[config.mk]
export PLATFORM = sky130hd
export DESIGN_NAME = spi_target_flat
export DESIGN_NICKNAME = d
export VERILOG_FILES = /design/src/rtl/spi_pkg.sv /design/src/rtl/spi_target_if.sv /design/src/rtl/spi_sync_edge.sv /design/src/rtl/spi_target.sv /design/src/flat_wrapper.sv
export SDC_FILE = /design/constraint.sdc
export NUM_CORES = 1
export LEC_CHECK = 0
export ABC_AREA = 1
export BUFFER_PORTS_ARGS = -buffer_cell sky130_fd_sc_hd__buf_2
export CAP_MARGIN = 20
export CORE_AREA = 2 2 63 65
export DETAILED_ROUTE_END_ITERATION = 12
export DIE_AREA = 0 0 65 67
export GPL_TIMING_DRIVEN = 1
export PLACE_DENSITY = 0.85
export SLEW_MARGIN = 20
export SYNTH_ARGS = -nofsm -noshare
export SYNTH_HDL_FRONTEND = slang
export SYNTH_SLANG_ARGS = --single-unit
[constraint.sdc]
create_clock -name clk -period 1.67 [get_ports clk]
set_clock_uncertainty 0.05 [all_clocks]
set_input_delay 0.0835 -clock clk [delete_from_list [all_inputs] [get_ports clk]]
set_output_delay 0.0835 -clock clk [all_outputs]
set_load 0.01 [all_outputs]
[src/rtl/spi_pkg.sv]
// spi_pkg: shared constants and FSM encoding for the SPI mode-0 target
package spi_pkg;
  localparam int SPI_WIDTH = 8;
  localparam logic [7:0] SPI_IDLE_FILL = 8'hFF;
  localparam int SPI_MIN_CLK_RATIO = 8;
  typedef enum logic {ST_IDLE, ST_SHIFT} spi_state_e;
endpackage

[src/rtl/spi_target_if.sv]
// spi_target_if: SPI pins plus the internal rx/tx word handshake
interface spi_target_if import spi_pkg::*; #(parameter int WIDTH = SPI_WIDTH);
  logic spi_sck;
  logic spi_ss_n;
  logic spi_mosi;
  logic spi_miso;
  logic spi_miso_oe;
  logic [WIDTH-1:0] rx_data;
  logic rx_valid;
  logic [WIDTH-1:0] tx_data;
  logic tx_valid;
  logic tx_ready;
  logic busy;
  logic underrun;
  modport slave (
    input spi_sck, spi_ss_n, spi_mosi, tx_data, tx_valid,
    output spi_miso, spi_miso_oe, rx_data, rx_valid, tx_ready, busy, underrun
  );
  modport master (
    output spi_sck, spi_ss_n, spi_mosi, tx_data, tx_valid,
    input spi_miso, spi_miso_oe, rx_data, rx_valid, tx_ready, busy, underrun
  );
endinterface

[src/rtl/spi_sync_edge.sv]
// spi_sync_edge: multi-flop synchroniser with one extra flop for rise/fall pulses
module spi_sync_edge #(
  parameter int STAGES = 2,
  parameter logic RST_VAL = 1'b0
) (
  input  logic clk,
  input  logic rst,
  input  logic i_d,
  output logic o_level,
  output logic o_rise,
  output logic o_fall
);
  logic [STAGES-1:0] r_sync;
  logic r_prev;
  always_ff @(posedge clk or posedge rst)
    if (rst) begin
      r_sync <= {STAGES{RST_VAL}};
      r_prev <= RST_VAL;
    end else begin
      r_sync <= {r_sync[STAGES-2:0], i_d};
      r_prev <= r_sync[STAGES-1];
    end
  assign o_level = r_sync[STAGES-1];
  assign o_rise = r_sync[STAGES-1] & ~r_prev;
  assign o_fall = ~r_sync[STAGES-1] & r_prev;
endmodule

[src/rtl/spi_target.sv]
// spi_target: oversampled SPI mode-0 responder with a one-entry tx holding buffer
module spi_target import spi_pkg::*; #(
  parameter int WIDTH = SPI_WIDTH,
  parameter int SYNC_STAGES = 2,
  parameter logic [WIDTH-1:0] IDLE_FILL = WIDTH'(SPI_IDLE_FILL)
) (
  input logic clk,
  input logic rst,
  spi_target_if.slave bus
);
  localparam int CW = $clog2(WIDTH);
  logic w_sck_rise, w_sck_fall, w_ss_rise, w_ss_fall, w_mosi;
  logic w_last, w_load, w_capture;
  logic [WIDTH-1:0] w_load_word;
  spi_state_e r_state;
  logic [CW-1:0] r_bit_cnt;
  logic [WIDTH-1:0] r_rx_shift, r_tx_shift, r_buf, r_rx_data;
  logic r_tx_ready, r_miso, r_oe, r_busy, r_rx_valid, r_underrun;
  spi_sync_edge #(.STAGES(SYNC_STAGES), .RST_VAL(1'b0)) u_sck (
    .clk, .rst, .i_d(bus.spi_sck), .o_level(), .o_rise(w_sck_rise), .o_fall(w_sck_fall)
  );
  spi_sync_edge #(.STAGES(SYNC_STAGES), .RST_VAL(1'b1)) u_ss (
    .clk, .rst, .i_d(bus.spi_ss_n), .o_level(), .o_rise(w_ss_rise), .o_fall(w_ss_fall)
  );
  spi_sync_edge #(.STAGES(SYNC_STAGES), .RST_VAL(1'b0)) u_mosi (
    .clk, .rst, .i_d(bus.spi_mosi), .o_level(w_mosi), .o_rise(), .o_fall()
  );
  // Loads happen at select and on the first falling sck after a completed word
  always_comb begin
    w_last = r_bit_cnt == CW'(WIDTH - 1);
    w_load = (r_state == ST_IDLE) ? w_ss_fall : (!w_ss_rise && w_sck_fall && r_bit_cnt == '0);
    w_load_word = r_tx_ready ? IDLE_FILL : r_buf;
    w_capture = bus.tx_valid && r_tx_ready;
  end
  always_ff @(posedge clk or posedge rst)
    if (rst) begin
      r_state <= ST_IDLE;
      r_bit_cnt <= '0;
      r_rx_shift <= '0;
      r_tx_shift <= '0;
      r_buf <= '0;
      r_rx_data <= '0;
      r_tx_ready <= 1'b1;
      r_miso <= 1'b0;
      r_oe <= 1'b0;
      r_busy <= 1'b0;
      r_rx_valid <= 1'b0;
      r_underrun <= 1'b0;
    end else begin
      r_rx_valid <= 1'b0;
      r_underrun <= w_load && r_tx_ready;
      r_tx_ready <= w_capture ? 1'b0 : (w_load ? 1'b1 : r_tx_ready);
      if (w_capture) r_buf <= bus.tx_data;
      if (w_load) begin
        r_tx_shift <= w_load_word;
        r_miso <= w_load_word[WIDTH-1];
      end
      if (r_state == ST_IDLE) begin
        if (w_ss_fall) begin
          r_state <= ST_SHIFT;
          r_bit_cnt <= '0;
          r_busy <= 1'b1;
          r_oe <= 1'b1;
        end
      end else if (w_ss_rise) begin
        r_state <= ST_IDLE;
        r_bit_cnt <= '0;
        r_busy <= 1'b0;
        r_oe <= 1'b0;
        r_miso <= 1'b0;
      end else if (w_sck_rise) begin
        r_rx_shift <= {r_rx_shift[WIDTH-2:0], w_mosi};
        r_bit_cnt <= w_last ? '0 : r_bit_cnt + 1'b1;
        if (w_last) begin
          r_rx_data <= {r_rx_shift[WIDTH-2:0], w_mosi};
          r_rx_valid <= 1'b1;
        end
      end else if (w_sck_fall && r_bit_cnt != '0) begin
        r_tx_shift <= {r_tx_shift[WIDTH-2:0], 1'b0};
        r_miso <= r_tx_shift[WIDTH-2];
      end
    end
  assign bus.spi_miso = r_miso;
  assign bus.spi_miso_oe = r_oe;
  assign bus.rx_data = r_rx_data;
  assign bus.rx_valid = r_rx_valid;
  assign bus.tx_ready = r_tx_ready;
  assign bus.busy = r_busy;
  assign bus.underrun = r_underrun;
endmodule

[src/flat_wrapper.sv]
// flat-port wrapper written by rule: the top's interface ports become plain ports
module spi_target_flat import spi_pkg::*;
#(
  parameter int WIDTH = SPI_WIDTH,
  parameter int SYNC_STAGES = 2,
  parameter logic [WIDTH-1:0] IDLE_FILL = WIDTH'(SPI_IDLE_FILL)
)
  (clk, rst, bus_spi_sck, bus_spi_ss_n, bus_spi_mosi, bus_tx_data, bus_tx_valid, bus_spi_miso, bus_spi_miso_oe, bus_rx_data, bus_rx_valid, bus_tx_ready, bus_busy, bus_underrun);
  spi_target_if #(.WIDTH(WIDTH)) bus_i ();
  input logic clk;
  input logic rst;
  input wire logic [$bits(bus_i.spi_sck)-1:0] bus_spi_sck;
  input wire logic [$bits(bus_i.spi_ss_n)-1:0] bus_spi_ss_n;
  input wire logic [$bits(bus_i.spi_mosi)-1:0] bus_spi_mosi;
  input wire logic [$bits(bus_i.tx_data)-1:0] bus_tx_data;
  input wire logic [$bits(bus_i.tx_valid)-1:0] bus_tx_valid;
  output wire logic [$bits(bus_i.spi_miso)-1:0] bus_spi_miso;
  output wire logic [$bits(bus_i.spi_miso_oe)-1:0] bus_spi_miso_oe;
  output wire logic [$bits(bus_i.rx_data)-1:0] bus_rx_data;
  output wire logic [$bits(bus_i.rx_valid)-1:0] bus_rx_valid;
  output wire logic [$bits(bus_i.tx_ready)-1:0] bus_tx_ready;
  output wire logic [$bits(bus_i.busy)-1:0] bus_busy;
  output wire logic [$bits(bus_i.underrun)-1:0] bus_underrun;
  assign bus_i.spi_sck = bus_spi_sck;
  assign bus_i.spi_ss_n = bus_spi_ss_n;
  assign bus_i.spi_mosi = bus_spi_mosi;
  assign bus_i.tx_data = bus_tx_data;
  assign bus_i.tx_valid = bus_tx_valid;
  assign bus_spi_miso = bus_i.spi_miso;
  assign bus_spi_miso_oe = bus_i.spi_miso_oe;
  assign bus_rx_data = bus_i.rx_data;
  assign bus_rx_valid = bus_i.rx_valid;
  assign bus_tx_ready = bus_i.tx_ready;
  assign bus_busy = bus_i.busy;
  assign bus_underrun = bus_i.underrun;
  spi_target #(.WIDTH(WIDTH), .SYNC_STAGES(SYNC_STAGES), .IDLE_FILL(IDLE_FILL)) u_core (.clk(clk), .rst(rst), .bus(bus_i));
endmodule
==> results of run 1 <==
==> Yosys cell counts <==
| cell | count | area [um^2] |
|---|---|---|
| sky130_fd_sc_hd__nor2_4 | 1 | 11.3 |
| sky130_fd_sc_hd__a21oi_4 | 1 | 16.3 |
| sky130_fd_sc_hd__nand2_1 | 47 | 176 |
| sky130_fd_sc_hd__dfrtp_1 | 43 | 1080 |
| sky130_fd_sc_hd__nand2_4 | 2 | 22.5 |
| sky130_fd_sc_hd__nand2_2 | 5 | 31.3 |
| sky130_fd_sc_hd__nor2_1 | 16 | 60.1 |
| sky130_fd_sc_hd__buf_4 | 2 | 15.0 |
| sky130_fd_sc_hd__dfstp_2 | 4 | 105 |
| sky130_fd_sc_hd__a21boi_0 | 1 | 7.51 |
| sky130_fd_sc_hd__o21ai_2 | 6 | 52.6 |
| sky130_fd_sc_hd__buf_2 | 1 | 5.00 |
| sky130_fd_sc_hd__inv_2 | 2 | 7.51 |
| sky130_fd_sc_hd__buf_6 | 1 | 11.3 |
| sky130_fd_sc_hd__mux2_2 | 8 | 90.1 |
| sky130_fd_sc_hd__o21ai_0 | 12 | 60.1 |
| sky130_fd_sc_hd__a21oi_1 | 3 | 15.0 |
| sky130_fd_sc_hd__inv_1 | 24 | 90.1 |
| sky130_fd_sc_hd__nand3_1 | 16 | 80.1 |
| sky130_fd_sc_hd__clkbuf_1 | 1 | 3.75 |
| sky130_fd_sc_hd__ha_1 | 3 | 37.5 |
==> final timing paths <==
check | end | slack, ns
max in group asynchronous | u_core.bus.underrun$_DFF_PP0_ | 0.77
hold / removal | u_core.bus.tx_ready$_DFFE_PP1P_ | 0.24
hold reg to reg | u_core.u_mosi.r_sync[1]$_DFF_PP0_ | 0.31
setup reg to reg | u_core.r_tx_shift[1]$_DFF_PP0_ | 0.14
setup / recovery | u_core.r_tx_shift[1]$_DFF_PP0_ | 0.14
min in group asynchronous | u_core.r_bit_cnt[1]$_DFFE_PP0P_ | 0.41
==> kinds of logic (layout without fill, tap and decap cells) <==
kind of cell    Yosys count  in the layout  synth area share, %
simple gates             87             87                 19.3
fa+ha+maj                 3              3                 1.90
buf+inv                  31             76                 6.72
mux                       8              8                 4.56
compound gates           23             23                 7.67
flops                    47             47                 59.8
==> tightest hold or removal path, stage by stage <==
cell and delay, ns:
sky130_fd_sc_hd__buf_2 0.08, sky130_fd_sc_hd__nand2_1 0.22, sky130_fd_sc_hd__o21ai_0 0.15, sky130_fd_sc_hd__inv_1 0.06
==> power by group through the flow <==
stage / clock network, mW / logic (mW) / registers [mW]
4_1_cts: 0.762 / 0.810 / 1.62
3_3_place_gp: 0 / 0.759 / 1.63
3_5_place_dp: 0 / 0.779 / 1.65
5_1_grt: 0.817 / 0.920 / 1.67
6_report: 0.745 / 0.806 / 1.63
2_1_floorplan: 0 / 0.585 / 1.61
==> flip-flops by register name (all words and copies together) (netlist names) <==
name / count
u_core.bus.rx_valid: 1
u_core.bus.tx_ready: 1
u_core.u_ss.r_sync: 2
u_core.u_sck.r_prev: 1
u_core.bus.rx_data: 8
u_core.r_bit_cnt: 3
u_core.u_sck.r_sync: 2
u_core.bus.spi_miso_oe: 1
u_core.bus.spi_miso: 1
u_core.u_mosi.r_sync: 2
u_core.r_state: 1
u_core.r_rx_shift: 7
u_core.r_tx_shift: 7
u_core.bus.underrun: 1
u_core.r_buf: 8
u_core.u_ss.r_prev: 1
==> placed cells by master (no fill, tap or decap), drive strengths merged <==
master and n:
nand2 54, dfrtp 43, buf 30, inv 25, o21ai 18, nor2 17
nand3 16, dlygate4sd3 12, mux2 8, clkbuf 7, dfstp 4, a21oi 4
ha 3, a21boi 1, clkinv 1, clkinvlp 1
==> final cells by class <==
type / instances / share of cell area (%)
Timing Repair Buffer: 42 / 11.7
Clock buffer: 7 / 4.05
Clock inverter: 1 / 0.315
Sequential cell: 47 / 49.6
Inverter: 26 / 4.10
Multi-Input combinational cell: 121 / 27.7
Tap cell: 48 / 2.52
==> per-layer routing <==
layer	vias to the layer above	share of wire [%]
met5	-	0
met4	0	2.2
met3	5	4.2
met2	34	48
met1	690	46
li1	710	-
==> what timing repair did <==
item | in CTS | in global routing
hold buffers | 12 | 0
gates resized for setup | 0 | 1
hold endpoints to repair | 54 | 0
setup endpoints to repair | 0 | 1
buffers inserted | 0 | 0
==> stage by stage <==
| step | area [um^2] | power (mW) | util (%) | hold slack (ns) | instances |
|---|---|---|---|---|---|
| finish | 2380 | 3.18 | 66.0 | 0.236 | 292 |
| global placement | 2160 | 2.39 | 59.8 | 0.138 | 272 |
| CTS | 2380 | 3.20 | 66.0 | 0.224 | 292 |
| global route | 2380 | 3.40 | 66.0 | 0.312 | 292 |
| detailed placement | 2160 | 2.43 | 59.8 | 0.142 | 272 |
| floorplan | 1970 | 2.20 | - | 0.0380 | 199 |
==> tab_implementation.tex, run 1 <==
\begin{tabular}{lr}
\hline
Metric & Value \\
\hline
\multicolumn{2}{l}{\textbf{Run status}} \\
\quad Run status & complete, no violations \\
\multicolumn{2}{l}{\textbf{Clock tree}} \\
\quad Number of levels in the clock H-tree & 2 \\
\quad CTS tree & done \\
\quad Maximum buffer depth of the clock tree & 2 \\
\quad Number of clock buffers inserted by TritonCTS & 5 \\
\quad Clock transition at the register clock pins on the worst setup and hold paths after CTS & approximately 0.090 ns \\
\quad Clock tree sinks & 47 \\
\quad Clock insertion delay at the later pin of the skew report & about 0.30 ns \\
\quad Root Buffer & sky130\_fd\_sc\_hd\_\_clkbuf\_8 \\
\multicolumn{2}{l}{\textbf{GRT}} \\
\quad Met3 layer usage reported by global route & under 10\% \\
\quad First-pass GRT wire length & around 6300 um \\
\quad Total congestion overflow & 0 \\
\quad Global routing usage summed across all routing layers & 19.8\% \\
\quad Global routing usage on met2 & 31.1\% \\
\quad Via count of the first global-routing pass & around 1400 \\
\quad Maximum number of pins on one net before global-route repair & 48 \\
\quad Global routing's busiest layer & met2 \\
\quad Global routing met1 resource utilization & 26.2\% \\
\quad Number of antenna violations at the first check in global routing & 0 \\
\multicolumn{2}{l}{\textbf{Critical path}} \\
\quad Kind of cell adding the most delay to the critical path & simple AND/OR/NAND/NOR gates \\
\quad Worst Setup End Kind & register \\
\quad Path length in cells of the critical path & 9 \\
\quad Critical path startpoint category & register \\
\quad Cell with the largest stage delay on the worst path & sky130\_fd\_sc\_hd\_\_dfrtp\_1 \\
\quad Worst endpoint data arrival time & around 1.7 ns \\
\quad Dominant cell type by count on the critical path & sky130\_fd\_sc\_hd\_\_nand2\_1 \\
\quad Delay of the slowest critical-path stage & 0.41 ns \\
\quad Worst-path cell chain & inv\_1 > ha\_1 > nand2\_1 > nor2\_1 > nand2\_2 > nand2\_4 > nand2\_1 > nand3\_1 > nand2\_1 \\
\quad Kind of critical path & reg2reg \\
\quad Count of buffer and inverter cells on the critical path & 1 \\
\quad Worst Path Required & 1.82 ns \\
\quad Critical path launch point & u\_core.r\_bit\_cnt[0]\$\_DFFE\_PP0P\_ \\
\quad Worst r2r src & u\_core.r\_bit\_cnt[0]\$\_DFFE\_PP0P\_ \\
\quad Maximum fanout along the worst path & 10 \\
\quad Number of cells traversed by the worst register-to-register path & 9 \\
\multicolumn{2}{l}{\textbf{Drt}} \\
\quad Drc violations & 0 \\
\quad Overall via count from detail\_route & around 1400 \\
\quad Vias per Instance & 4.93 \\
\quad Count of TritonRoute iterations in the first routing pass & 4 \\
\quad Number of antenna-violating nets in the routed design & 0 \\
\quad Number of DRC markers in iteration 0 & 70 \\
\quad WL final & 3580 um \\
\quad Post-detailed-route wirelength per cell & between 10 and 15 um \\
\multicolumn{2}{l}{\textbf{Finish}} \\
\quad Fill cell total of the finished layout & 274 \\
\quad Area delta synth->final & 20.6\% \\
\quad Multi-input gate area & 661 um\^{}2 \\
\quad Fraction of final layout cells with drive strength greater than 1 & 27.9\% \\
\quad Area used by sequential logic in the layout & 0.00118 mm\^{}2 \\
\quad Final layout net count & 260 \\
\quad Final antenna diode count & 0 \\
\multicolumn{2}{l}{\textbf{Placement}} \\
\quad Hpwl dp & $\sim$2400 um \\
\quad Placer Congestion & 0.819 \\
\quad Pre-CTS setup slack & 0.146 ns \\
\quad PortBufs & 27 \\
\multicolumn{2}{l}{\textbf{Worst hold path}} \\
\quad WHS Path Cells & 4 \\
\quad Class of the tightest hold or removal check & in2reg \\
\quad Hold path startpoint & bus\_tx\_valid \\
\multicolumn{2}{l}{\textbf{STA}} \\
\quad Number of endpoints with negative hold slack in the final report & 0 \\
\quad RSZ-0062 raised after global routing & no \\
\quad Post-route setup slack & about 0.14 ns \\
\quad Final setup violating endpoints & 0 \\
\quad Remaining max-slew budget at the tightest pin & 62.3\% \\
\quad Actual slew at the worst max-slew pin & roughly 0.56 ns \\
\quad Final period util & 91.6\% \\
\quad Peak clock frequency supported by timing & 654 MHz \\
\quad Final min period & 1.53 ns \\
\quad Max-slew violation total from the final report & 0 \\
\quad Setup TNS & 0 ns \\
\multicolumn{2}{l}{\textbf{Floorplanning}} \\
\quad Floorplan die height & between 60 and 70 um \\
\quad Count of boundary I/O pins & 28 \\
\quad Horizontal die dimension & approximately 65 um \\
\quad Starting density of the core & between 50\% and 60\% \\
\quad Core Box Area & between 0.003 and 0.004 mm\^{}2 \\
\quad Total Die Area & 0.00436 mm\^{}2 \\
\quad Number of rows created at floorplan & 22 \\
\multicolumn{2}{l}{\textbf{Synthesis}} \\
\quad Post-Synthesis Cells & 199 \\
\quad Number of warning messages in the yosys log & 0 \\
\quad Synthesized netlist net count & between 200 and 250 \\
\quad Number of distinct library cell variants in the gate-level netlist after synthesis & 21 \\
\quad Syn Std Cell Area & between 0.0015 and 0.002 mm\^{}2 \\
\quad Number of storage elements in the synthesis netlist & 47 \\
\quad Sequential share of the synthesized area & 59.8\% \\
\quad Synth Area per Inst & 9.92 um\^{}2 \\
\multicolumn{2}{l}{\textbf{Power}} \\
\quad Worst voltage drop across the vdd grid & 0.000915 V \\
\quad Comb power frac & around 25\% \\
\quad Sequential group share of total power & between 50\% and 60\% \\
\quad Internal Pwr Total & 2.18 mW \\
\quad Power density over the cells & 1340 mW/mm\^{}2 \\
\quad Clock Power Share & roughly a quarter \\
\quad Reported net switching power & between 0.9 and 1 mW \\
\quad Switching share of power & 31.3\% \\
\quad Static leakage & 1.23 nW \\
\multicolumn{2}{l}{\textbf{Run}} \\
\quad Max-cap violation count & 0 \\
\hline
\end{tabular}
Power figures use the tool's default switching activity.
==> run 2, diff against run 1 <==
--- a/config.mk
+++ b/config.mk
@@ -13,6 +13,7 @@
 export DIE_AREA = 0 0 65 67
 export GPL_TIMING_DRIVEN = 1
 export PLACE_DENSITY = 0.85
+export SETUP_SLACK_MARGIN = 0.5
 export SLEW_MARGIN = 20
 export SYNTH_ARGS = -nofsm -noshare
 export SYNTH_HDL_FRONTEND = slang
==> run 2 against run 1 <==
Against the previous run: global-route usage grew 2.3 points; first-iteration DRC count grew 27%; critical path depth is the same; power grew 11%; clock power shrank 7.2%; core utilization grew 9.4 points; die area is the same; sequential power is essentially flat.
==> tab_implementation.tex, run 2 (synthesis gave the netlist of run 1 again) <==
\begin{tabular}{lr}
\hline
Metric & Value \\
\hline
\multicolumn{2}{l}{\textbf{Critical path}} \\
\quad Worst Path Required & 1.87 ns \\
\quad Count of buffer and inverter cells on the critical path & 3 \\
\quad Worst-path cell chain & inv\_2 > ha\_4 > inv\_2 > nor2\_1 > nor2\_1 > buf\_4 > o21ai\_0 > nand3\_1 > nand2\_1 \\
\quad Critical path startpoint category & register \\
\quad Worst endpoint data arrival time & 1.75 ns \\
\quad Kind of critical path & reg2reg \\
\quad Maximum fanout along the worst path & 2 \\
\quad Worst Setup End Kind & register \\
\quad Kind of cell adding the most delay to the critical path & simple AND/OR/NAND/NOR gates \\
\quad Cell with the largest stage delay on the worst path & sky130\_fd\_sc\_hd\_\_dfrtp\_1 \\
\quad Delay of the slowest critical-path stage & around 0.4 ns \\
\multicolumn{2}{l}{\textbf{Clock tree}} \\
\quad CTS tree & done \\
\quad Root Buffer & sky130\_fd\_sc\_hd\_\_clkbuf\_8 \\
\quad Clock insertion delay at the later pin of the skew report & 0.30 ns \\
\quad Clock transition at the register clock pins on the worst setup and hold paths after CTS & 0.08 ns \\
\quad Maximum buffer depth of the clock tree & 2 \\
\quad Number of clock buffers inserted by TritonCTS & 5 \\
\quad Clock tree sinks & 47 \\
\quad Number of levels in the clock H-tree & 2 \\
\multicolumn{2}{l}{\textbf{GRT}} \\
\quad First-pass GRT wire length & 7120 um \\
\quad Number of antenna violations at the first check in global routing & 0 \\
\quad Global routing usage summed across all routing layers & 22.2\% \\
\quad Total congestion overflow & 0 \\
\quad Maximum number of pins on one net before global-route repair & 27 \\
\quad Via count of the first global-routing pass & 1608 \\
\multicolumn{2}{l}{\textbf{Power}} \\
\quad Reported net switching power & 1.18 mW \\
\quad Clock Power Share & between 15 and 20\% \\
\quad Total chip power & between 3 and 4 mW \\
\quad Sequential group share of total power & 47.0\% \\
\quad Comb power frac & 33.4\% \\
\quad Static leakage & 1.38 nW \\
\quad Switching share of power & 33.5\% \\
\quad Internal Pwr Total & 2.34 mW \\
\quad Worst voltage drop across the vdd grid & about 0.00090 V \\
\quad Power density over the cells & 1290 mW/mm\^{}2 \\
\multicolumn{2}{l}{\textbf{Placement}} \\
\quad Placement-stage cell area & about 0.0022 mm\^{}2 \\
\quad PortBufs & 27 \\
\quad Hpwl dp & 2400 um \\
\quad Placer Congestion & about 0.8 \\
\quad Pre-CTS setup slack & 0.155 ns \\
\multicolumn{2}{l}{\textbf{STA}} \\
\quad Post-Route Hold Slack & 0.0798 ns \\
\quad Final setup violating endpoints & 0 \\
\quad Post-route setup slack & 0.121 ns \\
\quad Max-slew violation total from the final report & 0 \\
\quad Number of endpoints with negative hold slack in the final report & 0 \\
\quad Setup TNS & 0 ns \\
\quad Final min period & 1.55 ns \\
\quad Actual slew at the worst max-slew pin & between 0.5 and 0.6 ns \\
\quad Peak clock frequency supported by timing & between 600 and 700 MHz \\
\quad Final period util & approximately 93\% \\
\quad Remaining max-slew budget at the tightest pin & 66.4\% \\
\quad RSZ-0062 raised after global routing & yes \\
\multicolumn{2}{l}{\textbf{Drt}} \\
\quad WL final & roughly 4600 um \\
\quad Number of antenna-violating nets in the routed design & 0 \\
\quad Overall via count from detail\_route & 1621 \\
\quad Drc violations & 0 \\
\quad Vias per Instance & 5.26 \\
\quad Count of TritonRoute iterations in the first routing pass & 4 \\
\quad Post-detailed-route wirelength per cell & $\sim$15 um \\
\quad Number of DRC markers in iteration 0 & 89 \\
\multicolumn{2}{l}{\textbf{Floorplanning}} \\
\quad Floorplan die height & 67 um \\
\quad Starting density of the core & a little over half \\
\quad Total Die Area & between 0.004 and 0.005 mm\^{}2 \\
\quad Core Box Area & 0.00361 mm\^{}2 \\
\quad Count of boundary I/O pins & 28 \\
\quad Number of rows created at floorplan & 22 \\
\quad Horizontal die dimension & 65 um \\
\multicolumn{2}{l}{\textbf{Finish}} \\
\quad Final layout net count & 276 \\
\quad Area delta synth->final & 37.8\% \\
\quad Top library cells by usage in the layout, fill and taps aside & 43 x sky130\_fd\_sc\_hd\_\_dfrtp\_1, 30 x sky130\_fd\_sc\_hd\_\_nand2\_1, 26 x sky130\_fd\_sc\_hd\_\_buf\_2 \\
\quad Fraction of final layout cells with drive strength greater than 1 & a little under half \\
\quad Fill cell total of the finished layout & 224 \\
\quad Final cell area excluding filler cells & between 0.002 and 0.003 mm\^{}2 \\
\quad Final antenna diode count & 0 \\
\quad Most frequent standard cell in the layout excluding fill and tap cells & sky130\_fd\_sc\_hd\_\_dfrtp\_1 \\
\multicolumn{2}{l}{\textbf{Worst hold path}} \\
\quad Class of the tightest hold or removal check & in2reg \\
\multicolumn{2}{l}{\textbf{Run}} \\
\quad Max-cap violation count & 0 \\
\multicolumn{2}{l}{\textbf{Run status}} \\
\quad Run status & complete, no violations \\
\hline
\end{tabular}
run 2: cell types whose count changed in the layout (fill, tap and decap cells not counted), sizes merged:
cell,change
buf,+13
nand2,+3
run 2: routing by layer:
layer	vias up	GRT usage, %	routed length, um
li1	749	-	-
met1	795	26.0	1760
met2	66	39.9	2420
met3	11	4.73	274
met4	0	7.98	116
met5	-	0	0
run 2: final timing paths:
path	from	end	slack, ns	depth (start not counted)
min reg2reg	u_core.u_sck.r_sync[0]$_DFF_PP0_	u_core.u_sck.r_sync[1]$_DFF_PP0_	0.30	0
min	bus_tx_valid	u_core.bus.tx_ready$_DFFE_PP1P_	0.08	4
max in group asynchronous	rst	u_core.u_ss.r_sync[1]$_DFF_PP1_	0.72	4
max reg2reg	u_core.r_bit_cnt[1]$_DFFE_PP0P_	u_core.bus.spi_miso$_DFF_PP0_	0.12	9
min in group asynchronous	rst	u_core.bus.rx_data[2]$_DFFE_PP0P_	0.30	3
max	u_core.r_bit_cnt[1]$_DFFE_PP0P_	u_core.bus.spi_miso$_DFF_PP0_	0.12	9
run 2: metrics by stage:
step	std cells	util [%]
floorplan	199	-
detailed placement	273	60.9
finish	308	75.4
global route	308	75.4
global placement	273	60.9
CTS	302	71.3
run 2: repair_timing:
| action | 4_1_cts | 5_1_grt |
|---|---|---|
| gates resized for setup | 39 | 22 |
| pin swaps | 8 | 6 |
| gates cloned | 3 | 0 |
| hold endpoints to repair | 32 | 0 |
| setup endpoints to repair | 32 | 40 |
| setup buffers | 6 | 6 |
| hold buffers | 12 | 0 |
run 2: cell type report:
cell class,count,area [um^2],area share [%]
multi-input cells,124,850,31.2
clock inverters,1,5.00,0.184
clock buffers,7,86.3,3.17
inverters,26,104,3.82
repair buffers,55,434,16.0
well taps,48,60.1,2.21
flip-flops and latches,47,1180,43.4
run 2: worst register-to-register path: stages, from the launching register on:
cell and delay (ns):
sky130_fd_sc_hd__dfrtp_1 0.40, sky130_fd_sc_hd__inv_2 0.09, sky130_fd_sc_hd__ha_4 0.15, sky130_fd_sc_hd__inv_2 0.04
sky130_fd_sc_hd__nor2_1 0.13, sky130_fd_sc_hd__nor2_1 0.10, sky130_fd_sc_hd__buf_4 0.14, sky130_fd_sc_hd__o21ai_0 0.20
sky130_fd_sc_hd__nand3_1 0.13, sky130_fd_sc_hd__nand2_1 0.07
run 2: power groups by stage:
| stage | combinational (mW) | sequential (mW) | clock, mW |
|---|---|---|---|
| 6_report | 1.17 | 1.65 | 0.691 |
| 5_1_grt | 1.29 | 1.69 | 0.760 |
| 4_1_cts | 0.979 | 1.63 | 0.705 |
| 3_5_place_dp | 0.794 | 1.64 | 0 |
| 3_3_place_gp | 0.765 | 1.63 | 0 |
| 2_1_floorplan | 0.600 | 1.62 | 0 |
==> run 3, diff against run 2 <==
--- a/config.mk
+++ b/config.mk
@@ -9,6 +9,7 @@
 export BUFFER_PORTS_ARGS = -buffer_cell sky130_fd_sc_hd__buf_2
 export CAP_MARGIN = 20
 export CORE_AREA = 2 2 63 65
+export CTS_BUF_LIST = sky130_fd_sc_hd__clkbuf_16
 export DETAILED_ROUTE_END_ITERATION = 12
 export DIE_AREA = 0 0 65 67
 export GPL_TIMING_DRIVEN = 1
==> run 3 against run 2 <==
Against the previous run: wire length shrank 1.9%; first-iteration DRC count rose by 35%; sequential share of layout area is 0.060 points higher; global-route usage down 0.50 points; combinational power down 5%; non-clock buffer count fell by 2; critical endpoint is now u_core.bus.tx_ready$_DFFE_PP1P_; maximum frequency is 3.9% higher; hold slack improved by 0.0091 ns; cell count decreased by 0.65%; core utilization is 0.10 points lower; critical path depth fell by 3.
==> tab_implementation.tex, run 3 (synthesis gave the netlist of run 1 again) <==
\begin{tabular}{lr}
\hline
Metric & Value \\
\hline
\multicolumn{2}{l}{\textbf{STA}} \\
\quad Remaining max-slew budget at the tightest pin & 66.7\% \\
\quad Setup TNS & 0 ns \\
\quad Number of endpoints with negative hold slack in the final report & 0 \\
\quad Peak clock frequency supported by timing & between 600 and 700 MHz \\
\quad Final period util & 89.3\% \\
\quad RSZ-0062 raised after global routing & yes \\
\quad Final min period & roughly 1.5 ns \\
\quad Actual slew at the worst max-slew pin & 0.499 ns \\
\quad Max-slew violation total from the final report & 0 \\
\quad Final setup violating endpoints & 0 \\
\multicolumn{2}{l}{\textbf{Floorplanning}} \\
\quad Total Die Area & 0.00436 mm\^{}2 \\
\quad Number of rows created at floorplan & 22 \\
\quad Horizontal die dimension & about 65 um \\
\quad Count of boundary I/O pins & 28 \\
\quad Starting density of the core & 54.8\% \\
\quad Core Box Area & approximately 0.0036 mm\^{}2 \\
\quad Floorplan die height & 67 um \\
\multicolumn{2}{l}{\textbf{Power}} \\
\quad Power density over the cells & $\sim$1400 mW/mm\^{}2 \\
\quad Static leakage & 1.39 nW \\
\quad Comb power frac & 30.2\% \\
\quad Internal Pwr Total & 2.51 mW \\
\quad Switching share of power & 31.9\% \\
\quad Worst voltage drop across the vdd grid & 0.000951 V \\
\quad Reported net switching power & 1.18 mW \\
\quad Clock Power Share & approximately a quarter \\
\quad Sequential group share of total power & 44.7\% \\
\multicolumn{2}{l}{\textbf{Clock tree}} \\
\quad Clock insertion delay at the later pin of the skew report & 0.28 ns \\
\quad Maximum buffer depth of the clock tree & 2 \\
\quad Number of levels in the clock H-tree & 2 \\
\quad Root Buffer & sky130\_fd\_sc\_hd\_\_clkbuf\_16 \\
\quad Clock transition at the register clock pins on the worst setup and hold paths after CTS & 0.06 ns \\
\quad CTS tree & done \\
\quad Clock tree sinks & 47 \\
\quad Number of clock buffers inserted by TritonCTS & 5 \\
\multicolumn{2}{l}{\textbf{Finish}} \\
\quad Final antenna diode count & 0 \\
\quad Final cell area excluding filler cells & roughly 0.0027 mm\^{}2 \\
\quad Most frequent standard cell in the layout excluding fill and tap cells & sky130\_fd\_sc\_hd\_\_dfrtp\_1 \\
\quad Area delta synth->final & 37.6\% \\
\quad Final layout net count & 274 \\
\quad Fill cell total of the finished layout & around 230 \\
\quad Final cell count without fillers & 306 \\
\quad Fraction of final layout cells with drive strength greater than 1 & 43.4\% \\
\quad Top library cells by usage in the layout, fill and taps aside & 43 x sky130\_fd\_sc\_hd\_\_dfrtp\_1, 34 x sky130\_fd\_sc\_hd\_\_nand2\_1, 26 x sky130\_fd\_sc\_hd\_\_buf\_2 \\
\multicolumn{2}{l}{\textbf{Placement}} \\
\quad Placer Congestion & around 0.8 \\
\quad Placement-stage cell area & 0.00220 mm\^{}2 \\
\quad Hpwl dp & 2400 um \\
\quad PortBufs & 27 \\
\quad Placed insts & between 200 and 300 \\
\multicolumn{2}{l}{\textbf{Drt}} \\
\quad Post-detailed-route wirelength per cell & 14.7 um \\
\quad WL final & 4490 um \\
\quad Number of antenna-violating nets in the routed design & 0 \\
\quad Overall via count from detail\_route & between 1500 and 2000 \\
\quad Count of TritonRoute iterations in the first routing pass & 4 \\
\quad Drc violations & 0 \\
\quad Vias per Instance & 5.22 \\
\quad Number of DRC markers in iteration 0 & 120 \\
\multicolumn{2}{l}{\textbf{Critical path}} \\
\quad Worst Setup End Kind & register \\
\quad Maximum fanout along the worst path & 12 \\
\quad Worst Path Required & $\sim$1.8 ns \\
\quad Kind of critical path & reg2reg \\
\quad Worst endpoint data arrival time & 1.66 ns \\
\quad Critical path startpoint category & register \\
\multicolumn{2}{l}{\textbf{GRT}} \\
\quad Number of antenna violations at the first check in global routing & 0 \\
\quad Total congestion overflow & 0 \\
\quad Global routing usage summed across all routing layers & 21.7\% \\
\quad Via count of the first global-routing pass & $\sim$1600 \\
\quad First-pass GRT wire length & 6890 um \\
\quad Maximum number of pins on one net before global-route repair & 27 \\
\multicolumn{2}{l}{\textbf{Run status}} \\
\quad Run status & complete, no violations \\
\multicolumn{2}{l}{\textbf{Worst hold path}} \\
\quad Class of the tightest hold or removal check & in2reg \\
\multicolumn{2}{l}{\textbf{Run}} \\
\quad Max-cap violation count & 0 \\
\hline
\end{tabular}
## run 3: cell types whose count changed in the layout (fill, tap and decap cells not counted), sizes merged
cell,change
buf,-2
clkbuf,-2
clkinv,+1
inv,+1
## run 3: final timing paths
check | from | endpoint | slack, ns | cells past startpoint
worst max-delay path | u_core.u_ss.r_sync[1]$_DFF_PP1_ | u_core.bus.tx_ready$_DFFE_PP1P_ | 0.18 | 6
worst min-delay path | bus_tx_valid | u_core.bus.tx_ready$_DFFE_PP1P_ | 0.09 | 4
worst min register to register | u_core.u_sck.r_sync[0]$_DFF_PP0_ | u_core.u_sck.r_sync[1]$_DFF_PP0_ | 0.30 | 0
min in group asynchronous | rst | u_core.bus.rx_data[2]$_DFFE_PP0P_ | 0.33 | 3
worst max register to register | u_core.u_ss.r_sync[1]$_DFF_PP1_ | u_core.bus.tx_ready$_DFFE_PP1P_ | 0.18 | 6
max in group asynchronous | rst | u_core.u_ss.r_prev$_DFF_PP1_ | 0.70 | 4
## run 3: critical path: stages, from the launching register on
cell and delay [ns]:
sky130_fd_sc_hd__dfstp_2 0.60, sky130_fd_sc_hd__inv_1 0.13, sky130_fd_sc_hd__nand3_4 0.20, sky130_fd_sc_hd__nand2_2 0.12
sky130_fd_sc_hd__buf_4 0.14, sky130_fd_sc_hd__o21ai_1 0.11, sky130_fd_sc_hd__inv_1 0.05
## run 3: repair_timing
| item | CTS | global route |
|---|---|---|
| cloned | 3 | 0 |
| hold buffers | 12 | 0 |
| endpoints found under the setup margin | 32 | 38 |
| setup buffers | 4 | 6 |
| resized for setup | 32 | 23 |
| endpoints found under the hold margin | 32 | 0 |
| pin swaps | 5 | 9 |
## run 3: power by group through the flow
stage,clock [mW],combinational (mW),sequential (mW)
global route,1.00,1.23,1.68
detailed placement,0,0.794,1.64
finish,0.927,1.11,1.65
floorplan,0,0.600,1.62
CTS,0.940,0.933,1.64
global placement,0,0.765,1.63
## run 3: through the flow
step	power [mW]	hold WS [ns]	worst slack [ns]	util (%)
2_1_floorplan	2.22	0.0380	0.307	-
3_3_place_gp	2.40	0.0817	0.231	60.9
3_5_place_dp	2.44	0.0862	0.155	60.9
4_1_cts	3.51	0.140	0.252	71.8
5_1_grt	3.91	0.113	0.151	75.3
6_report	3.69	0.0890	0.178	75.3
## run 3: cell type report
| cell class | instances | area, um^2 | share of cell area [%] |
|---|---|---|---|
| inverters | 26 | 104 | 3.82 |
| multi-input cells | 124 | 840 | 30.9 |
| clock buffers | 5 | 125 | 4.61 |
| flip-flops and latches | 47 | 1180 | 43.5 |
| well taps | 48 | 60.1 | 2.21 |
| repair buffers | 53 | 394 | 14.5 |
| clock inverters | 3 | 12.5 | 0.461 |
## run 3: layer usage
metal / global-route usage (%) / up-vias / wire length [um]
li1: - / 743 / -
met1: 25.6 / 787 / 1820
met2: 37.8 / 53 / 2320
met3: 5.91 / 13 / 220
met4: 7.98 / 0 / 121
met5: 0 / - / 0
